<file path="config.mk">
export PLATFORM = sky130hd
export DESIGN_NAME = sa_round_sequencer
export DESIGN_NICKNAME = d
export VERILOG_FILES = /design/src/rtl/sparhixcel_pkg.sv /design/src/rtl/phase_counter.sv /design/src/rtl/sa_round_sequencer.sv
export SDC_FILE = /design/constraint.sdc
export NUM_CORES = 1
export LEC_CHECK = 0
export ABC_AREA = 1
export CAP_MARGIN = 30
export CORE_MARGIN = 8
export CORE_UTILIZATION = 23
export CTS_CLUSTER_SIZE = 10
export DETAILED_ROUTE_END_ITERATION = 10
export SLEW_MARGIN = 20
export SYNTH_ARGS = -nofsm -noshare
export SYNTH_HDL_FRONTEND = slang
export SYNTH_SLANG_ARGS = --single-unit
</file>
<file path="constraint.sdc">
create_clock -name clk_i -period 1.9 [get_ports clk_i]
set_clock_uncertainty 0.1 [all_clocks]
set_input_delay 0.38 -clock clk_i [delete_from_list [all_inputs] [get_ports clk_i]]
set_output_delay 0.38 -clock clk_i [all_outputs]
set_load 0.02 [all_outputs]
</file>
<file path="src/rtl/sparhixcel_pkg.sv">
// rtl/sparhixcel_pkg.sv - shared FSM state type and counter-width helper for the round sequencer
package sparhixcel_pkg;

    typedef enum logic [2:0] {
        ST_IDLE    = 3'd0,
        ST_CLEAR   = 3'd1,
        ST_LOAD    = 3'd2,
        ST_READY   = 3'd3,
        ST_OPERATE = 3'd4,
        ST_DRAIN   = 3'd5,
        ST_DONE    = 3'd6
    } seq_state_e;

    // Bits needed to hold max_count itself (never less than one bit).
    function automatic int cnt_width(input int max_count);
        return (max_count < 2) ? 1 : $clog2(max_count + 1);
    endfunction

endpackage

</file>
<file path="src/rtl/phase_counter.sv">
// rtl/phase_counter.sv - loadable down-counter flagging the last cycle of a phase
//
// Ports:
//   clk        clock
//   rst        synchronous active-high reset (count -> 0)
//   clear      synchronous clear (count -> 0), below rst
//   load       load load_value, below clear
//   load_value terminal count for the phase
//   dec        decrement by one (saturates at 0), below load
//   last       count == 1: the current enabled step is the final one
module phase_counter #(
    parameter int WIDTH = 4
) (
    input  logic             clk,
    input  logic             rst,
    input  logic             clear,
    input  logic             load,
    input  logic [WIDTH-1:0] load_value,
    input  logic             dec,
    output logic             last
);

    logic [WIDTH-1:0] count_q;

    always_ff @(posedge clk) begin
        if (rst || clear) begin
            count_q <= '0;
        end else if (load) begin
            count_q <= load_value;
        end else if (dec && (count_q != '0)) begin
            count_q <= count_q - WIDTH'(1);
        end
    end

    assign last = (count_q == WIDTH'(1));

endmodule

</file>
<file path="src/rtl/sa_round_sequencer.sv">
// rtl/sa_round_sequencer.sv - per-round clear/load/ready/operate/drain sequencer for a systolic array
//
// Ports:
//   clk_i, general_rst_i           clock, synchronous active-high reset
//   start_i, abort_i               job start pulse, job abort
//   filter_size_i, n_rounds_i      job configuration, latched at start
//   weight_valid_i, end_feature_i  weight beat available, last feature beat
//   rst_o, load_o, ready_o,
//   start_op_o                     array control (mutually exclusive)
//   rd_weight_ld_o, rd_feature_ld_o,
//   rd_rom_signals_ld_o            read requests
//   addrs_rom_signal_o             control-ROM address
//   round_o                        current round index
//   busy_o, done_o, err_o          status; done_o and err_o are 1-cycle pulses
//
// Every output is a flop loaded from the next-state decode, so output
// timing tracks the state register exactly.  load_o is weight_valid_i
// registered; a LOAD cycle with load_o=1 is one weight beat.
module sa_round_sequencer
    import sparhixcel_pkg::*;
#(
    parameter int N_ROWS_ARRAY        = 4,
    parameter int N_COLS_ARRAY        = 4,
    parameter int N                   = 3,
    parameter int SIG_ADDRS_WIDTH     = 10,
    parameter int COUNTER_ROUND_WIDTH = 3,
    parameter int READY_CYCLES        = 2
) (
    input  logic                           clk_i,
    input  logic                           general_rst_i,
    input  logic                           start_i,
    input  logic                           abort_i,
    input  logic [$clog2(N+1)-1:0]         filter_size_i,
    input  logic [COUNTER_ROUND_WIDTH-1:0] n_rounds_i,
    input  logic                           weight_valid_i,
    input  logic                           end_feature_i,
    output logic                           rst_o,
    output logic                           load_o,
    output logic                           ready_o,
    output logic                           start_op_o,
    output logic                           rd_weight_ld_o,
    output logic                           rd_feature_ld_o,
    output logic                           rd_rom_signals_ld_o,
    output logic [SIG_ADDRS_WIDTH-1:0]     addrs_rom_signal_o,
    output logic [COUNTER_ROUND_WIDTH-1:0] round_o,
    output logic                           busy_o,
    output logic                           done_o,
    output logic                           err_o
);

    localparam int FS_W    = $clog2(N + 1);
    localparam int LOAD_W  = cnt_width(N * N_COLS_ARRAY);
    localparam int DRAIN_W = cnt_width(N_ROWS_ARRAY + N);
    localparam int READY_W = cnt_width(READY_CYCLES);

    seq_state_e state_q;
    seq_state_e state_next;

    logic [FS_W-1:0]                fs_q;
    logic [COUNTER_ROUND_WIDTH-1:0] rounds_q;

    logic cfg_ok;
    logic start_accept;
    logic round_step;
    logic more_rounds;

    logic cnt_clear;
    logic load_cnt_load, load_cnt_last;
    logic ready_cnt_load, ready_cnt_last;
    logic drain_cnt_load, drain_cnt_last;

    logic [LOAD_W-1:0]  load_total;
    logic [DRAIN_W-1:0] drain_total;

    assign cfg_ok       = (filter_size_i != '0) && (filter_size_i <= FS_W'(N));
    assign start_accept = (state_q == ST_IDLE) && start_i && cfg_ok;
    assign more_rounds  = (round_o < (rounds_q - COUNTER_ROUND_WIDTH'(1)));
    assign round_step   = (state_q == ST_DRAIN) && (state_next == ST_CLEAR);

    assign load_total  = LOAD_W'(32'(fs_q) * 32'(N_COLS_ARRAY));
    assign drain_total = DRAIN_W'(32'(N_ROWS_ARRAY) + 32'(fs_q));

    // Next state; abort overrides every other transition out of a busy state.
    always_comb begin
        state_next = state_q;
        case (state_q)
            ST_IDLE:    if (start_accept) state_next = ST_CLEAR;
            ST_CLEAR:   state_next = ST_LOAD;
            ST_LOAD:    if (load_o && load_cnt_last) state_next = ST_READY;
            ST_READY:   if (ready_cnt_last) state_next = ST_OPERATE;
            ST_OPERATE: if (end_feature_i) state_next = ST_DRAIN;
            ST_DRAIN: begin
                if (drain_cnt_last) begin
                    state_next = more_rounds ? ST_CLEAR : ST_DONE;
                end
            end
            ST_DONE:    state_next = ST_IDLE;
            default:    state_next = ST_IDLE;
        endcase
        if (abort_i && (state_q != ST_IDLE)) begin
            state_next = ST_IDLE;
        end
    end

    // Counters sit at zero through CLEAR and IDLE, and are loaded on the
    // edge that enters their phase so the first phase cycle sees the full count.
    assign cnt_clear      = (state_next == ST_CLEAR) || (state_next == ST_IDLE);
    assign load_cnt_load  = (state_q == ST_CLEAR) && (state_next == ST_LOAD);
    assign ready_cnt_load = (state_q == ST_LOAD) && (state_next == ST_READY);
    assign drain_cnt_load = (state_q == ST_OPERATE) && (state_next == ST_DRAIN);

    phase_counter #(.WIDTH(LOAD_W)) u_load_cnt (
        .clk        (clk_i),
        .rst        (general_rst_i),
        .clear      (cnt_clear),
        .load       (load_cnt_load),
        .load_value (load_total),
        .dec        ((state_q == ST_LOAD) && load_o),
        .last       (load_cnt_last)
    );

    phase_counter #(.WIDTH(READY_W)) u_ready_cnt (
        .clk        (clk_i),
        .rst        (general_rst_i),
        .clear      (cnt_clear),
        .load       (ready_cnt_load),
        .load_value (READY_W'(READY_CYCLES)),
        .dec        (state_q == ST_READY),
        .last       (ready_cnt_last)
    );

    phase_counter #(.WIDTH(DRAIN_W)) u_drain_cnt (
        .clk        (clk_i),
        .rst        (general_rst_i),
        .clear      (cnt_clear),
        .load       (drain_cnt_load),
        .load_value (drain_total),
        .dec        (state_q == ST_DRAIN),
        .last       (drain_cnt_last)
    );

    always_ff @(posedge clk_i) begin
        if (general_rst_i) begin
            state_q             <= ST_IDLE;
            fs_q                <= '0;
            rounds_q            <= '0;
            rst_o               <= 1'b0;
            load_o              <= 1'b0;
            ready_o             <= 1'b0;
            start_op_o          <= 1'b0;
            rd_weight_ld_o      <= 1'b0;
            rd_feature_ld_o     <= 1'b0;
            rd_rom_signals_ld_o <= 1'b0;
            addrs_rom_signal_o  <= '0;
            round_o             <= '0;
            busy_o              <= 1'b0;
            done_o              <= 1'b0;
            err_o               <= 1'b0;
        end else begin
            state_q <= state_next;

            if (start_accept) begin
                fs_q     <= filter_size_i;
                rounds_q <= (n_rounds_i == '0) ? COUNTER_ROUND_WIDTH'(1) : n_rounds_i;
            end

            rst_o               <= (state_next == ST_CLEAR);
            load_o              <= (state_next == ST_LOAD) && weight_valid_i;
            ready_o             <= (state_next == ST_READY);
            start_op_o          <= (state_next == ST_OPERATE);
            rd_weight_ld_o      <= (state_next == ST_LOAD);
            rd_feature_ld_o     <= (state_next == ST_OPERATE);
            rd_rom_signals_ld_o <= (state_next == ST_OPERATE);
            busy_o              <= (state_next != ST_IDLE);
            done_o              <= (state_next == ST_DONE);
            err_o               <= (state_q == ST_IDLE) && start_i && !cfg_ok;

            // Address steps on every OPERATE cycle, including the end_feature
            // cycle, and holds through DRAIN/DONE until the next CLEAR or IDLE.
            if ((state_next == ST_IDLE) || (state_next == ST_CLEAR)) begin
                addrs_rom_signal_o <= '0;
            end else if (state_q == ST_OPERATE) begin
                addrs_rom_signal_o <= addrs_rom_signal_o + SIG_ADDRS_WIDTH'(1);
            end

            if ((state_next == ST_IDLE) || start_accept) begin
                round_o <= '0;
            end else if (round_step) begin
                round_o <= round_o + COUNTER_ROUND_WIDTH'(1);
            end
        end
    end

endmodule

</file>
### After elaboration in Yosys (flattened, before gate mapping)

Index checks and enable logic that the tools add are counted.

| word-level totals | value |
|---|---|
| flip-flop bits (word level) | 38 |
| output and inout bits | 23 |
| logic and storage cells | 91 |

| cells by class | value |
|---|---|
| add/subtract/negate cells | 7 |
| magnitude comparators | 2 |
| eq/ne operators | 14 |
| muxes and demuxes | 15 |
| reductions and logical operators | 35 |

Operators by type and width:

| kind | count |
|---|---|
| $mux W3 | 10 |
| $pmux W3 S6 | 1 |
| $eq A3 B3 Y1 const B | 5 |
| $logic_and A1 B1 Y1 | 15 |
| $eq A3 B2 Y1 const B | 4 |
| $add A10 B1 Y10 const B | 1 |
| $reduce_bool A2 Y1 | 5 |
| $eq A3 B1 Y1 const B | 3 |
| $logic_not A3 Y1 | 3 |
| $reduce_bool A3 Y1 | 3 |
| $mux W4 | 2 |
| $reduce_or A2 Y1 | 4 |
| $sub A3 B1 Y3 const B | 2 |
| $eq A4 B1 Y1 const B | 1 |
| $mux W2 | 2 |
| $reduce_bool A4 Y1 | 1 |
| $sub A4 B1 Y4 const B | 1 |
| $add A3 B1 Y3 const B | 1 |
| $add A3 B2 Y3 const A | 1 |
| $logic_or A1 B1 Y1 | 3 |
| $lt A3 B3 Y1 | 1 |
| $eq A2 B1 Y1 const B | 1 |
| $le A2 B2 Y1 const B | 1 |
| $sub A2 B1 Y2 const B | 1 |
| $logic_not A1 Y1 | 1 |

### Longest topological paths before layout

Gate-level depths: netlist (run 1).

| logic depth | value |
|---|---|
| depth after elaboration | 10 |
| gate-level depth with buffers | 18 |
| mapped depth without buffers | 18 |

### Modules after synthesis

A second synthesis (run 1) with hierarchy kept.

| second synthesis, totals | value |
|---|---|
| cells, all modules | 302 |
| area total of the unflattened synthesis | 2163.3 um2 |

By module, submodules not included:

| module | instances | cells each | area an instance (um2) | seq. area each (um2) |
|---|---|---|---|---|
| sa_round_sequencer | 1 | 193 | 1481.4 | 580.6 |
| phase_counter (u_load_cnt) | 1 | 46 | 290.3 | 80.1 |
| phase_counter (u_drain_cnt) | 1 | 37 | 239.0 | 60.1 |
| phase_counter (u_ready_cnt) | 1 | 26 | 152.6 | 40.0 |

### Least setup slack after synthesis (run 1)

OpenSTA, ideal clock, no wires.

| timing | value |
|---|---|
| kind | reg-to-reg |
| start | register rounds_q[0] |
| end | register round_o[1] |
| arrival time | 1.848 ns |
| data required time | 1.686 ns |
| path slack | -0.163 ns |
| cell stages (with the launch flop) | 15 |
| path buffers | 0 |
| path through | dfxtp_1 -> inv_1 -> ha_1 -> xnor2_1 -> ha_1 -> a21oi_1 -> nand2_1 -> nand2_1 -> nand2_1 -> nand3_2 -> nand4_1 -> nor2_1 -> nand2_1 -> nand2_1 -> nor2_2 |

| between the ends | value |
|---|---|
| word-level cells in the longest chain between the ends | 9 |
| elaborated cells between the ends (all ways) | 11 |

RTL lines:

| item | RTL line | source |
|---|---|---|
| start: declaration | sa_round_sequencer.sv:60 | `logic [COUNTER_ROUND_WIDTH-1:0] rounds_q;` |
| start signal: assignment | sa_round_sequencer.sv:164 | `rounds_q <= (n_rounds_i == '0) ? COUNTER_ROUND_WIDTH'(1) : n_rounds_i;` |
| $sub A3 B1 Y3 (*) | sa_round_sequencer.sv:77 | `assign more_rounds = (round_o < (rounds_q - COUNTER_ROUND_WIDTH'(1)));` |
| $lt A3 B3 Y1 (*) | sa_round_sequencer.sv:77 |  |
| $mux W3 (*) | sa_round_sequencer.sv:94 | `state_next = more_rounds ? ST_CLEAR : ST_DONE;` |
| $mux W3 (*) | sa_round_sequencer.sv:93 | `if (drain_cnt_last) begin` |
| $pmux W3 S6 (*) | sa_round_sequencer.sv:86 | `case (state_q)` |
| $mux W3 (*) | sa_round_sequencer.sv:100 | `if (abort_i && (state_q != ST_IDLE)) begin` |
| $logic_not A3 Y1 | sa_round_sequencer.sv:186 | `if ((state_next == ST_IDLE) \|\| start_accept) begin` |
| $logic_or A1 B1 Y1 | sa_round_sequencer.sv:186 |  |
| $reduce_or A2 Y1 (no line) | -- |  |
| end signal: assignment | sa_round_sequencer.sv:189 | `round_o <= round_o + COUNTER_ROUND_WIDTH'(1);` |
| end: declaration | sa_round_sequencer.sv:45 | `output logic [COUNTER_ROUND_WIDTH-1:0] round_o,` |

Mark *: on every way between the ends. The rest lies on a longest branch, timed or not.
A chain may end at the register's enable or synchronous reset.

### Worst setup path after layout (run 1)

Same ends and word-level chain as after synthesis.

==> summary.txt, run 1 <==
Drt
  – Vias per cell: 4.13
  – 1st-iter DRT viols: 87
  – 1st-pass router iterations: 4
  – DR WL/cell: 11.0 µm
  – Vias: approximately 1.8k
  – Total routed wirelength: 4900 µm
  – Drt drc: 0
  – Antenna Nets Post-Route: 0

Floorplan
  – Die H: 110 µm
  – IO Pins: 34
  – FP Rows: 34
  – Die Area: ~12000 µm²
  – Core area: ~8600 µm²
  – Starting density of the core: a little under a quarter
  – Die X: roughly 110 µm

STA
  – Final setup fails: 32
  – Worst Tran Pin Value: 0.352 ns
  – Worst hold margin: 0.384 ns
  – Tmin final: 2.23 ns
  – Slew HR: 76.5%
  – Fin. Hold Viols: 0
  – Pins Over Slew Limit: 0
  – RSZ-0062 raised after global routing: yes
  – Period utilisation layout: 117%
  – Maximum clock rate: ~450 MHz
  – Final worst setup slack: -0.332 ns
  – TNS Setup: -6.97 ns

Worst hold path
  – Hold Crit Class: reg2reg
  – Worst Hold Path Cells: 2
  – Hold Path Origin: u_load_cnt.count_q[1]
  – Hold worst-path end: u_load_cnt.count_q[1]

Logic synthesis
  – YS warnings: 0
  – Ys flop type: dfxtp_1
  – Post-synth ARST share: 0%
  – Post-synth EDFFs: 0
  – Synthesized area per cell: 7.40 µm²
  – Yosys reg bits: 38
  – Mapped Cells: 274
  – Register area share after synthesis: 37.5%
  – Mapped Nets: approximately 300
  – Cell variety after synth: 30
  – Synthesized area: 2030 µm²

Pwr
  – Sequential share of power: between 40% and 50%
  – Clock power share: 32.7%
  – Worst vdd ir: 259 µV
  – Power Dens Cells: 608 nW/µm²
  – Switching Share: roughly 28%
  – Static Leakage: 0.00124 µW
  – Design internal power: 1270 µW
  – Combinational power share: 20.2%
  – Switching pwr: 503 µW

Placement
  – Area after DPL: 2660 µm²
  – I/O Buffers: 33
  – Routability cong.: approximately 0.83
  – DP HPWL: 3810 µm

Worst setup path
  – CP max-delay cell: dfxtp_2
  – CP dominant cell by count: nand2_2
  – Cell chain of the critical path: inv_2, ha_4, xnor2_2, ha_1, a21oi_2, nand2_2, nand2_2, nand2_2, nand3_4, nand4_1, nor2_2, nand2_1, nand2_1, nor2_2
  – FF-to-FF End: round_o[1]
  – FF-to-FF setup slack: -0.33 ns
  – Critical Path Start Type: register
  – RR Startpoint: rounds_q[0]
  – Crit path kind: reg2reg
  – Critical path's top delay family: simple AND/OR/NAND/NOR gates
  – Crit path capture type: register
  – Critical path peak fanout: 5
  – CP required: between 1.5 and 2 ns
  – Bufs and invs on worst path: 1
  – Critical path data arrival time: 2.32 ns
  – Max incr delay on CP: about 0.35 ns
  – R2R depth: 14

GRT
  – Global Route met1 Usage: 9.54%
  – Met2 Use GR: 14.3%
  – GRT Residual Overflow: 0
  – GR Util met3: 2.46%
  – Initial antenna violation count: 0
  – Busiest grt layer: met2
  – First-pass GRT wire length: 8020 µm
  – Largest net degree at the start of global routing: 13
  – All-Layer GR Usage: 8.38%
  – Vias in the first global route: 1763

Cells and area
  – Final design utilization: roughly a third
  – Share of cells above drive strength 1: 29.5%
  – Post-layout net count: 359
  – Ant. Diodes: 0
  – Design area: 2920 µm²
  – P&R area growth vs syn: 44.1%

CTS
  – CTS Buf Count: 5
  – Clock latency on the worst-skew pair: 0.29 ns
  – Clock transition at path regs: around 0.070 ns
  – H-tree lvl count: 2
  – Root Driver: clkbuf_8
  – Clock Path Buffers: 2
  – Clock sink count: 38
  – CTS tree: built

Flow run
  – Max Cap Viol: 0

Outcome
  – Failing checks: negative setup slack
  – Outcome: finished with violations
worst register-to-register path: cells and delay by family (launching register included):
| kind | cells | cell delay (ns) |
|---|---|---|
| simple gates | 9 | 0.87 |
| fa+ha+maj | 2 | 0.47 |
| compound gates | 1 | 0.17 |
| flops | 1 | 0.35 |
| buf+inv | 1 | 0.05 |
| xor+xnor | 1 | 0.12 |
placed cells by master (no fill, tap or decap), types with 2 or more instances in the layout:
cell / n
nand2_1: 43
dfxtp_1: 37
inv_1: 33
clkdlybuf4s50_1: 32
nor2_1: 25
buf_4: 22
nand2_2: 18
nand3_1: 12
ha_1: 12
nor2_2: 10
a21oi_1: 10
o21ai_0: 8
inv_2: 7
xor2_1: 7
a21oi_2: 6
clkbuf_8: 6
nand4_1: 5
nand2_4: 5
nor3_1: 3
nor2_4: 3
nand3_4: 3
inv_4: 3
nand3_2: 2
nor3_4: 2
clkinv_1: 2
or2_2: 2
buf_6: 2
how the worst max path moves through the flow:
stage	from	endpoint	slack, ns	depth (start not counted)
2_1_floorplan	rounds_q[1]	round_o[1]	-0.13	16
3_3_place_gp	rounds_q[1]	u_drain_cnt.count_q[0]	-0.23	17
3_5_place_dp	rounds_q[0]	round_o[1]	-0.31	16
4_1_cts	rounds_q[0]	round_o[1]	-0.27	14
5_1_grt	rounds_q[0]	round_o[1]	-0.51	16
6_report	rounds_q[0]	round_o[1]	-0.33	14
cell families (layout without fill, tap and decap cells):
group / after synthesis / after routing / share of synthesized area (%)
fa+ha+maj: 13 / 13 / 8.02
mux: 1 / 1 / 0.494
buf+inv: 49 / 111 / 9.81
compound gates: 27 / 27 / 7.03
simple gates: 137 / 137 / 33.3
flops: 38 / 38 / 37.5
xor+xnor: 9 / 9 / 3.89
layout make-up:
type | instances | area, µm²
flip-flops and latches | 38 | 762
inverters | 45 | 176
repair buffers | 58 | 541
multi-input cells | 187 | 1220
clock inverters | 1 | 5.00
well taps | 108 | 135
fillers | 874 | 5710
clock buffers | 7 | 86.3
stage by stage:
stage / setup slack, ns / power (µW) / instances
after floorplan: -0.134 / 1020 / 274
after global placement: -0.231 / 1140 / 432
after detailed placement: -0.313 / 1140 / 432
after CTS: -0.270 / 1750 / 442
after global routing: -0.508 / 1860 / 444
final: -0.332 / 1780 / 444
routing by layer:
| layer | part of all wire (%) | vias up |
|---|---|---|
| li1 | - | 980 |
| met5 | 0 | - |
| met1 | 44 | 821 |
| met4 | 1.4 | 0 |
| met3 | 4.2 | 8 |
| met2 | 51 | 24 |
cells in the mapped netlist, types with 3 or more instances:
| master | number | area (µm²) |
|---|---|---|
| nand2_1 | 56 | 210 |
| inv_2 | 5 | 18.8 |
| nand4_1 | 5 | 31.3 |
| a21oi_1 | 16 | 80.1 |
| dfxtp_1 | 38 | 761 |
| inv_1 | 38 | 143 |
| nor2_1 | 29 | 109 |
| xor2_1 | 7 | 61.3 |
| ha_1 | 13 | 163 |
| nand2_4 | 3 | 33.8 |
| o21ai_0 | 8 | 40.0 |
| nand2_2 | 7 | 43.8 |
| nor2_2 | 7 | 43.8 |
| nor3_1 | 5 | 25.0 |
| nand3_2 | 4 | 40.0 |
| nand3_1 | 13 | 65.1 |
repair_timing:
item                                    CTS  global route
endpoints found under the setup margin   31            33
hold buffers                              0             0
buffers inserted                          2             2
resized for setup                         6            34
pin swaps                                 6            14
power groups by stage:
| stage | sequential (µW) | combinational (µW) | clock (µW) |
|---|---|---|---|
| 2_1_floorplan | 861 | 155 | 0 |
| 3_3_place_gp | 853 | 288 | 0 |
| 3_5_place_dp | 853 | 291 | 0 |
| 4_1_cts | 835 | 306 | 605 |
| 5_1_grt | 839 | 391 | 636 |
| 6_report | 836 | 359 | 581 |
registers in the layout (all words and copies together) (netlist names):
register,count
rounds_q,3
u_drain_cnt.count_q,3
u_load_cnt.count_q,4
busy_o,1
round_o,3
err_o,1
load_o,1
done_o,1
rd_rom_signals_ld_o,1
rst_o,1
state_q,3
rd_weight_ld_o,1
fs_q,2
ready_o,1
u_ready_cnt.count_q,2
addrs_rom_signal_o,10
Power figures use the tool's default switching activity.
==> inputs of run 2 (changes only) <==
- ABC_AREA: 1 -> 0
==> run 2 against run 1 <==
The flow still finishes with violations (negative setup slack); core utilization rose by 2.7 points; via count up 2.2%; synthesized cell count shrank 18%; total power increased by 4.8%; register-to-register slack better by 0.10 ns; clock power increased by 17%; synthesized area fell by 1.4%; first-iteration DRC count is 11% lower; combinational power down 2%; setup slack gained 0.10 ns; flip-flop and latch count unchanged; sequential share of layout area is 1.6 points lower; largest cell class unchanged; largest power group unchanged; highest routed layer unchanged.
==> summary.txt, run 2 <==
GRT
  – Largest net degree at the start of global routing: 17 (+4)
  – Vias in the first global route: 1817 (+3.1%)
  – First-pass GRT wire length: 8630 µm (+7.6%)
  – All-Layer GR Usage: 9.03% (+0.65 points)
  – GRT Residual Overflow: 0 (unchanged)
  – Initial antenna violation count: 0 (unchanged)

CTS
  – Clock transition at path regs: 0.08 ns (about the same)
  – Root Driver: clkbuf_8
  – Clock latency on the worst-skew pair: 0.29 ns (about the same)
  – Clock Path Buffers: 2 (unchanged)
  – H-tree lvl count: 2 (unchanged)
  – Clock sink count: 38 (unchanged)
  – CTS tree: built
  – Cts hold-fix bufs: 0 (unchanged)
  – CTS Buf Count: 5 (unchanged)

Cells and area
  – Max reg flops: 10 (unchanged)
  – Biggest regs: addrs_rom_signal_o: 10 flops, u_load_cnt.count_q: 4 flops
  – Design area: 3140 µm² (+7.3%)
  – Most frequent cells in the layout: buf_4, dfxtp_1, clkdlybuf4s50_1, nand2_1, nor2_1
  – Most common cell after layout, fill and taps aside: buf_4
  – Largest Register: addrs_rom_signal_o
  – Share of cells above drive strength 1: 33.8% (+4.3 points)
  – Post-layout net count: 328 (-8.6%)
  – P&R area growth vs syn: 56.9%
  – Ant. Diodes: 0 (unchanged)

Worst setup path
  – Cell chain of the critical path: inv_2, ha_4, xnor2_4, ha_4, o211ai_1, a21oi_2, o211ai_1, buf_4, buf_6, nor4b_2
  – Critical path peak fanout: 3 (-2)
  – CP max-delay cell: dfxtp_2
  – Critical path data arrival time: 2.24 ns (-0.08 ns)
  – Critical Path Start Type: register
  – CP required: 2.01 ns (+0.02 ns)
  – Crit path capture type: register
  – Max incr delay on CP: 0.34 ns (about the same)
  – Critical path's top delay family: adder cells
  – Crit path kind: reg2reg
  – Bufs and invs on worst path: 3 (+2)

Floorplan
  – Die Area: 11900 µm² (-1.2%)
  – IO Pins: 34 (unchanged)
  – Starting density of the core: 23.3% (-0.22 points)
  – Die X: 109 µm (-0.61%)
  – FP Rows: 34 (unchanged)
  – Core area: 8590 µm² (-0.49%)
  – Die H: 109 µm (-0.61%)

Drt
  – Total routed wirelength: 5370 µm (+9.6%)
  – 1st-iter DRT viols: 77 (-11%)
  – Vias per cell: 4.54 (+9.9%)
  – DR WL/cell: 13.0 µm (+18%)
  – 1st-pass router iterations: 4 (unchanged)
  – Drt drc: 0 (unchanged)
  – Vias: 1874 (+2.2%)
  – Antenna Nets Post-Route: 0 (unchanged)

Logic synthesis
  – Yosys reg bits: 38 (unchanged)
  – Post-synth EDFFs: 0 (unchanged)
  – Cell variety after synth: 53 (+77%)
  – Register area share after synthesis: 38.0% (+0.54 points)
  – Mapped Nets: 248 (-17%)
  – Ys flop type: dfxtp_1
  – Post-synth ARST share: 0% (unchanged)
  – Synthesized area: 2000 µm² (-1.4%)
  – Most frequent cells after synthesis: dfxtp_1, nor2_1, nand2_1
  – Count leader, synth: dfxtp_1
  – Share of the synthesized area in the top cell type: 38.0% (+0.54 points)
  – YS warnings: 0 (unchanged)
  – Leading area contributor after synthesis: dfxtp_1
  – Mapped Cells: 224 (-18%)
  – Top post-synthesis cells by area: dfxtp_1, ha_1, xnor2_1, nor2_1, nand2_1
  – Synthesized area per cell: 8.93 µm² (+21%)

Pwr
  – Power Dens Cells: 594 nW/µm² (-2.3%)
  – Static Leakage: 0.00115 µW (-7.4%)
  – Worst vdd ir: 274 µV (+6.0%)

STA
  – Period utilisation layout: 112% (-5.4 points)
  – Final setup fails: 29 (-9.4%)
  – Fin. Hold Viols: 0 (unchanged)
  – Worst Tran Pin Value: 0.481 ns (+0.129 ns)
  – Tmin final: 2.13 ns (-0.103 ns)
  – Slew HR: 67.5% (-9.0 points)
  – Final worst setup slack: -0.229 ns (+0.103 ns)
  – Maximum clock rate: 470 MHz (+4.9%)
  – Pins Over Slew Limit: 0 (unchanged)
  – RSZ-0062 raised after global routing: yes
  – TNS Setup: -3.63 ns (+3.34 ns)

Placement
  – Area after DPL: 2720 µm² (+2.4%)
  – Routability cong.: 0.829 (+0.44%)
  – Place WS: -0.398 ns (-0.0846 ns)
  – I/O Buffers: 33 (unchanged)
  – DP HPWL: 3910 µm (+2.6%)

Worst hold path
  – Hold Crit Class: reg2reg

Flow run
  – Max Cap Viol: 0 (unchanged)

Outcome
  – Outcome: finished with violations
  – Failing checks: negative setup slack
==> run 2: changes by cell type after synthesis, sizes merged, moves of 3 or more <==
| cell | before | now |
|---|---|---|
| o21ai | 8 | 5 |
| nand3 | 17 | 4 |
| a211oi | 0 | 6 |
| xor2 | 7 | 3 |
| inv | 43 | 16 |
| mux2i | 1 | 7 |
| a21oi | 16 | 10 |
| nor4 | 0 | 3 |
| xnor2 | 2 | 12 |
| nor3 | 6 | 9 |
| nor2 | 38 | 26 |
| buf | 4 | 8 |
| nand2 | 66 | 19 |
==> run 2: final timing paths <==
check / startpoint / end / slack (ns) / depth (start not counted)
worst max register to register: rounds_q[0] / load_o / -0.23 / 10
worst min register to register: fs_q[0] / fs_q[0] / 0.41 / 2
worst min-delay path: fs_q[0] / fs_q[0] / 0.41 / 2
worst max-delay path: rounds_q[0] / load_o / -0.23 / 10
==> run 2: timing repair <==
action	CTS	global route
endpoints found under the setup margin	30	32
resized for setup	17	33
pin swaps	4	19
cloned	1	0
setup buffers	7	6
==> run 2: worst register-to-register path, stage by stage, from the launching register on <==
cell      delay, ns
dfxtp_2        0.34
inv_2          0.05
ha_4           0.17
xnor2_4        0.13
ha_4           0.29
o211ai_1       0.16
a21oi_2        0.18
o211ai_1       0.11
buf_4          0.16
buf_6          0.11
nor4b_2        0.24
==> run 2: layer usage <==
| metal | GRT usage [%] | up-vias | wire length, µm |
|---|---|---|---|
| met4 | 4.34 | 0 | 145 |
| met5 | 0 | - | 0 |
| met2 | 15.4 | 26 | 2680 |
| met1 | 10.5 | 895 | 2340 |
| met3 | 1.89 | 11 | 192 |
| li1 | - | 942 | - |
==> run 2: layout make-up <==
cell class                 instances  area, µm²
fill                             861       5460
multi-input combinational        160       1330
sequential                        38        768
timing repair buffer              83        737
tap                              108        135
clock buffer                       7       76.3
inverter                          16       60.1
clock inverter                     1       30.0
==> run 2: kinds of logic (layout without fill, tap and decap cells) <==
| kind of cell | Yosys count | count (layout) | share of synthesized area [%] |
|---|---|---|---|
| AOI/OAI and AO/OA | 37 | 37 | 14.0 |
| xor gates and xnor gates | 15 | 15 | 6.57 |
| adders and majority gates | 13 | 13 | 8.14 |
| buffers and inverters | 26 | 107 | 5.88 |
| DFF | 38 | 38 | 38.0 |
| muxes | 7 | 7 | 3.50 |
| and+or+nand+nor | 88 | 88 | 23.8 |
==> run 2: metrics by stage <==
step | power, µW | hold WS, ns | util [%] | instances
after floorplan | 987 | 0.350 | - | 224
after global placement | 1100 | 0.377 | 31.7 | 391
after detailed placement | 1110 | 0.396 | 31.7 | 391
after CTS | 1820 | 0.413 | 34.4 | 407
after global routing | 1940 | 0.431 | 36.5 | 413
final | 1860 | 0.411 | 36.5 | 413
==> run 2: report_power, final <==
| group | internal (µW) | switching [µW] | leakage (µW) |
|---|---|---|---|
| Clock | 393 | 284 | 0.0000524 |
| Combinational | 192 | 161 | 0.000788 |
| Sequential | 816 | 15.1 | 0.000310 |
==> inputs of run 3 (changes only) <==
- CELL_PAD_IN_SITES_DETAIL_PLACEMENT: unset -> 2
- CELL_PAD_IN_SITES_GLOBAL_PLACEMENT: unset -> 2
- CTS_CLUSTER_SIZE: 10 -> 25
- DONT_BUFFER_PORTS: unset -> 1
- PLACE_DENSITY_LB_ADDON: unset -> 0.1
==> run 3 against run 2 <==
Final cell count decreased by 7.7%; clock power decreased by 12%; critical path type unchanged; core utilization decreased by 4.2 points; wire length increased by 20%; critical path depth unchanged; sequential power increased by 1%; the run still ends with negative setup slack left; highest routed layer unchanged; die area unchanged; flip-flop and latch count unchanged.
==> summary.txt, run 3 (same netlist as run 2, synthesis figures left out) <==
Worst hold path
  – Hold Crit Class: in2reg
  – Worst Hold Path Cells: 1 (-1)

STA
  – Period utilisation layout: 109% (-3.5 points)
  – Slew HR: 62.1% (-5.4 points)
  – Maximum clock rate: 485 MHz (+3.3%)
  – Pins Over Slew Limit: 0 (unchanged)
  – Final worst setup slack: -0.162 ns (+0.0672 ns)
  – Worst Tran Pin Value: 0.568 ns (+0.0874 ns)
  – Final setup fails: 30 (+3.4%)
  – Tmin final: 2.06 ns (-0.0672 ns)
  – Fin. Hold Viols: 0 (unchanged)
  – RSZ-0062 raised after global routing: yes

Outcome
  – Failing checks: negative setup slack
  – Outcome: finished with violations

Drt
  – Drt drc: 0 (unchanged)
  – 1st-pass router iterations: 4 (unchanged)
  – Vias per cell: 4.62 (+1.8%)
  – 1st-iter DRT viols: 27 (-65%)
  – Vias: 1760 (-6.1%)
  – DR WL/cell: 16.8 µm (+30%)
  – Antenna Nets Post-Route: 0 (unchanged)
  – Total routed wirelength: 6420 µm (+20%)

CTS
  – Clock transition at path regs: 0.08 ns (about the same)
  – Root Driver: clkbuf_8
  – H-tree lvl count: 2 (unchanged)
  – CTS Buf Count: 5 (unchanged)
  – CTS tree: built
  – Clock latency on the worst-skew pair: 0.30 ns (about the same)
  – Clock Path Buffers: 2 (unchanged)
  – Clock sink count: 38 (unchanged)
  – Cts hold-fix bufs: 0 (unchanged)

Pwr
  – Power Dens Cells: 616 nW/µm² (+3.8%)
  – Worst vdd ir: 229 µV (-16%)
  – Static Leakage: 0.00103 µW (-10%)

Placement
  – Routability cong.: 0.690 (-17%)
  – I/O Buffers: 0 (-100%)
  – Area after DPL: 2460 µm² (-9.7%)
  – DP HPWL: 4900 µm (+25%)
  – Place WS: -0.199 ns (+0.198 ns)

Cells and area
  – Most common cell after layout, fill and taps aside: buf_4
  – Ant. Diodes: 0 (unchanged)
  – Final design utilization: 32.3% (-4.2 points)
  – Design area: 2780 µm² (-11%)
  – Largest Register: addrs_rom_signal_o
  – Max reg flops: 10 (unchanged)
  – Share of cells above drive strength 1: 37.4% (+3.6 points)
  – Layout fillers: 974 (+13%)
  – Post-layout net count: 296 (-9.8%)
  – Reg area: 767 µm² (-0.16%)
  – Multi-input gate area: 1330 µm² (-0.38%)
  – Most frequent cells in the layout: buf_4, dfxtp_1, nor2_1, nand2_1, inv_1
  – P&R area growth vs syn: 39.0%
  – Biggest regs: addrs_rom_signal_o: 10 flops, u_load_cnt.count_q: 4 flops

Worst setup path
  – CP required: 2.00 ns (about the same)
  – Crit path capture type: register
  – Crit path kind: reg2reg
  – FF-to-FF setup slack: -0.16 ns (+0.07 ns)
  – FF-to-FF End: done_o
  – R2R depth: 10 (unchanged)
  – Critical path peak fanout: 4 (+1)
  – Critical Path Start Type: register
  – CP startpoint: rounds_q[0]
  – Critical path data arrival time: 2.16 ns (-0.08 ns)
  – Setup crit end: done_o
  – RR Startpoint: rounds_q[0]

Floorplan
  – FP Rows: 34 (unchanged)
  – Die Area: 11900 µm² (unchanged)
  – Die X: 109 µm (unchanged)
  – Core area: 8590 µm² (unchanged)
  – Starting density of the core: 23.3% (unchanged)
  – Die H: 109 µm (unchanged)
  – IO Pins: 34 (unchanged)

GRT
  – All-Layer GR Usage: 11.2% (+2.2 points)
  – Initial antenna violation count: 0 (unchanged)
  – Largest net degree at the start of global routing: 14 (-3)
  – Vias in the first global route: 1992 (+9.6%)
  – GRT Residual Overflow: 0 (unchanged)
  – First-pass GRT wire length: 10300 µm (+19%)

Flow run
  – Max Cap Viol: 0 (unchanged)
==> run 3: cell types whose count changed in the layout (fill, tap and decap cells not counted), moves of 2 or more <==
| cell | change |
|---|---|
| a21oi_2 | -3 |
| a21oi_1 | +2 |
| nor2_1 | +3 |
| buf_4 | +4 |
| dfxtp_2 | +2 |
| buf_6 | -3 |
| clkbuf_1 | -2 |
| clkdlybuf4s50_1 | -31 |
| nor2_2 | -3 |
==> run 3: what timing repair did <==
action                                  4_1_cts  5_1_grt
endpoints found under the setup margin       30       32
resized for setup                            28       11
buffers inserted                              5        3
pin swaps                                    13        9
==> run 3: area by class of cell <==
cell class | count | area share, %
clock inverters | 3 | 0.765
well taps | 108 | 4.86
clock buffers | 5 | 2.48
flip-flops and latches | 38 | 27.6
multi-input cells | 160 | 47.7
inverters | 16 | 2.16
repair buffers | 51 | 14.5
==> run 3: how the worst min path moves through the flow <==
stage | from | endpoint | slack (ns)
floorplan | fs_q[1] | fs_q[1] | 0.35
global placement | general_rst_i | rounds_q[1] | 0.35
detailed placement | general_rst_i | rounds_q[1] | 0.35
CTS | general_rst_i | fs_q[0] | 0.03
global route | general_rst_i | fs_q[0] | 0.02
finish | general_rst_i | rounds_q[1] | 0.04
==> run 3: metal layers <==
| metal | track usage (%) | part of all wire [%] | vias up |
|---|---|---|---|
| met5 | 0 | 0 | - |
| met4 | 3.76 | 1.3 | 0 |
| met3 | 3.49 | 4.7 | 6 |
| met2 | 19.5 | 49 | 24 |
| met1 | 12.8 | 45 | 851 |
| li1 | - | - | 879 |
==> run 3: power breakdown <==
part,leakage [µW],switching (µW),internal [µW]
Clock,0.0000441,339,259
Sequential,0.000310,24.7,817
Combinational,0.000677,136,137
Total,0.00103,500,1210
==> run 3: worst max-delay path, stage by stage (launching register included) <==
cell      delay (ns)
dfxtp_2         0.34
inv_2           0.05
ha_4            0.17
xnor2_4         0.15
ha_4            0.22
buf_4           0.13
a21oi_4         0.16
buf_4           0.14
a211oi_2        0.06
o31a_1          0.28
nor3b_2         0.16
==> run 3: stage by stage <==
stage | hold WS, ns | power (µW) | cells | setup TNS (ns)
5_1_grt | 0.0187 | 1800 | 381 | -6.63
2_1_floorplan | 0.350 | 987 | 224 | -0.772
4_1_cts | 0.0254 | 1710 | 378 | -2.84
3_3_place_gp | 0.350 | 1070 | 367 | -3.48
6_report | 0.0362 | 1710 | 381 | -3.45
3_5_place_dp | 0.350 | 1070 | 367 | -4.12
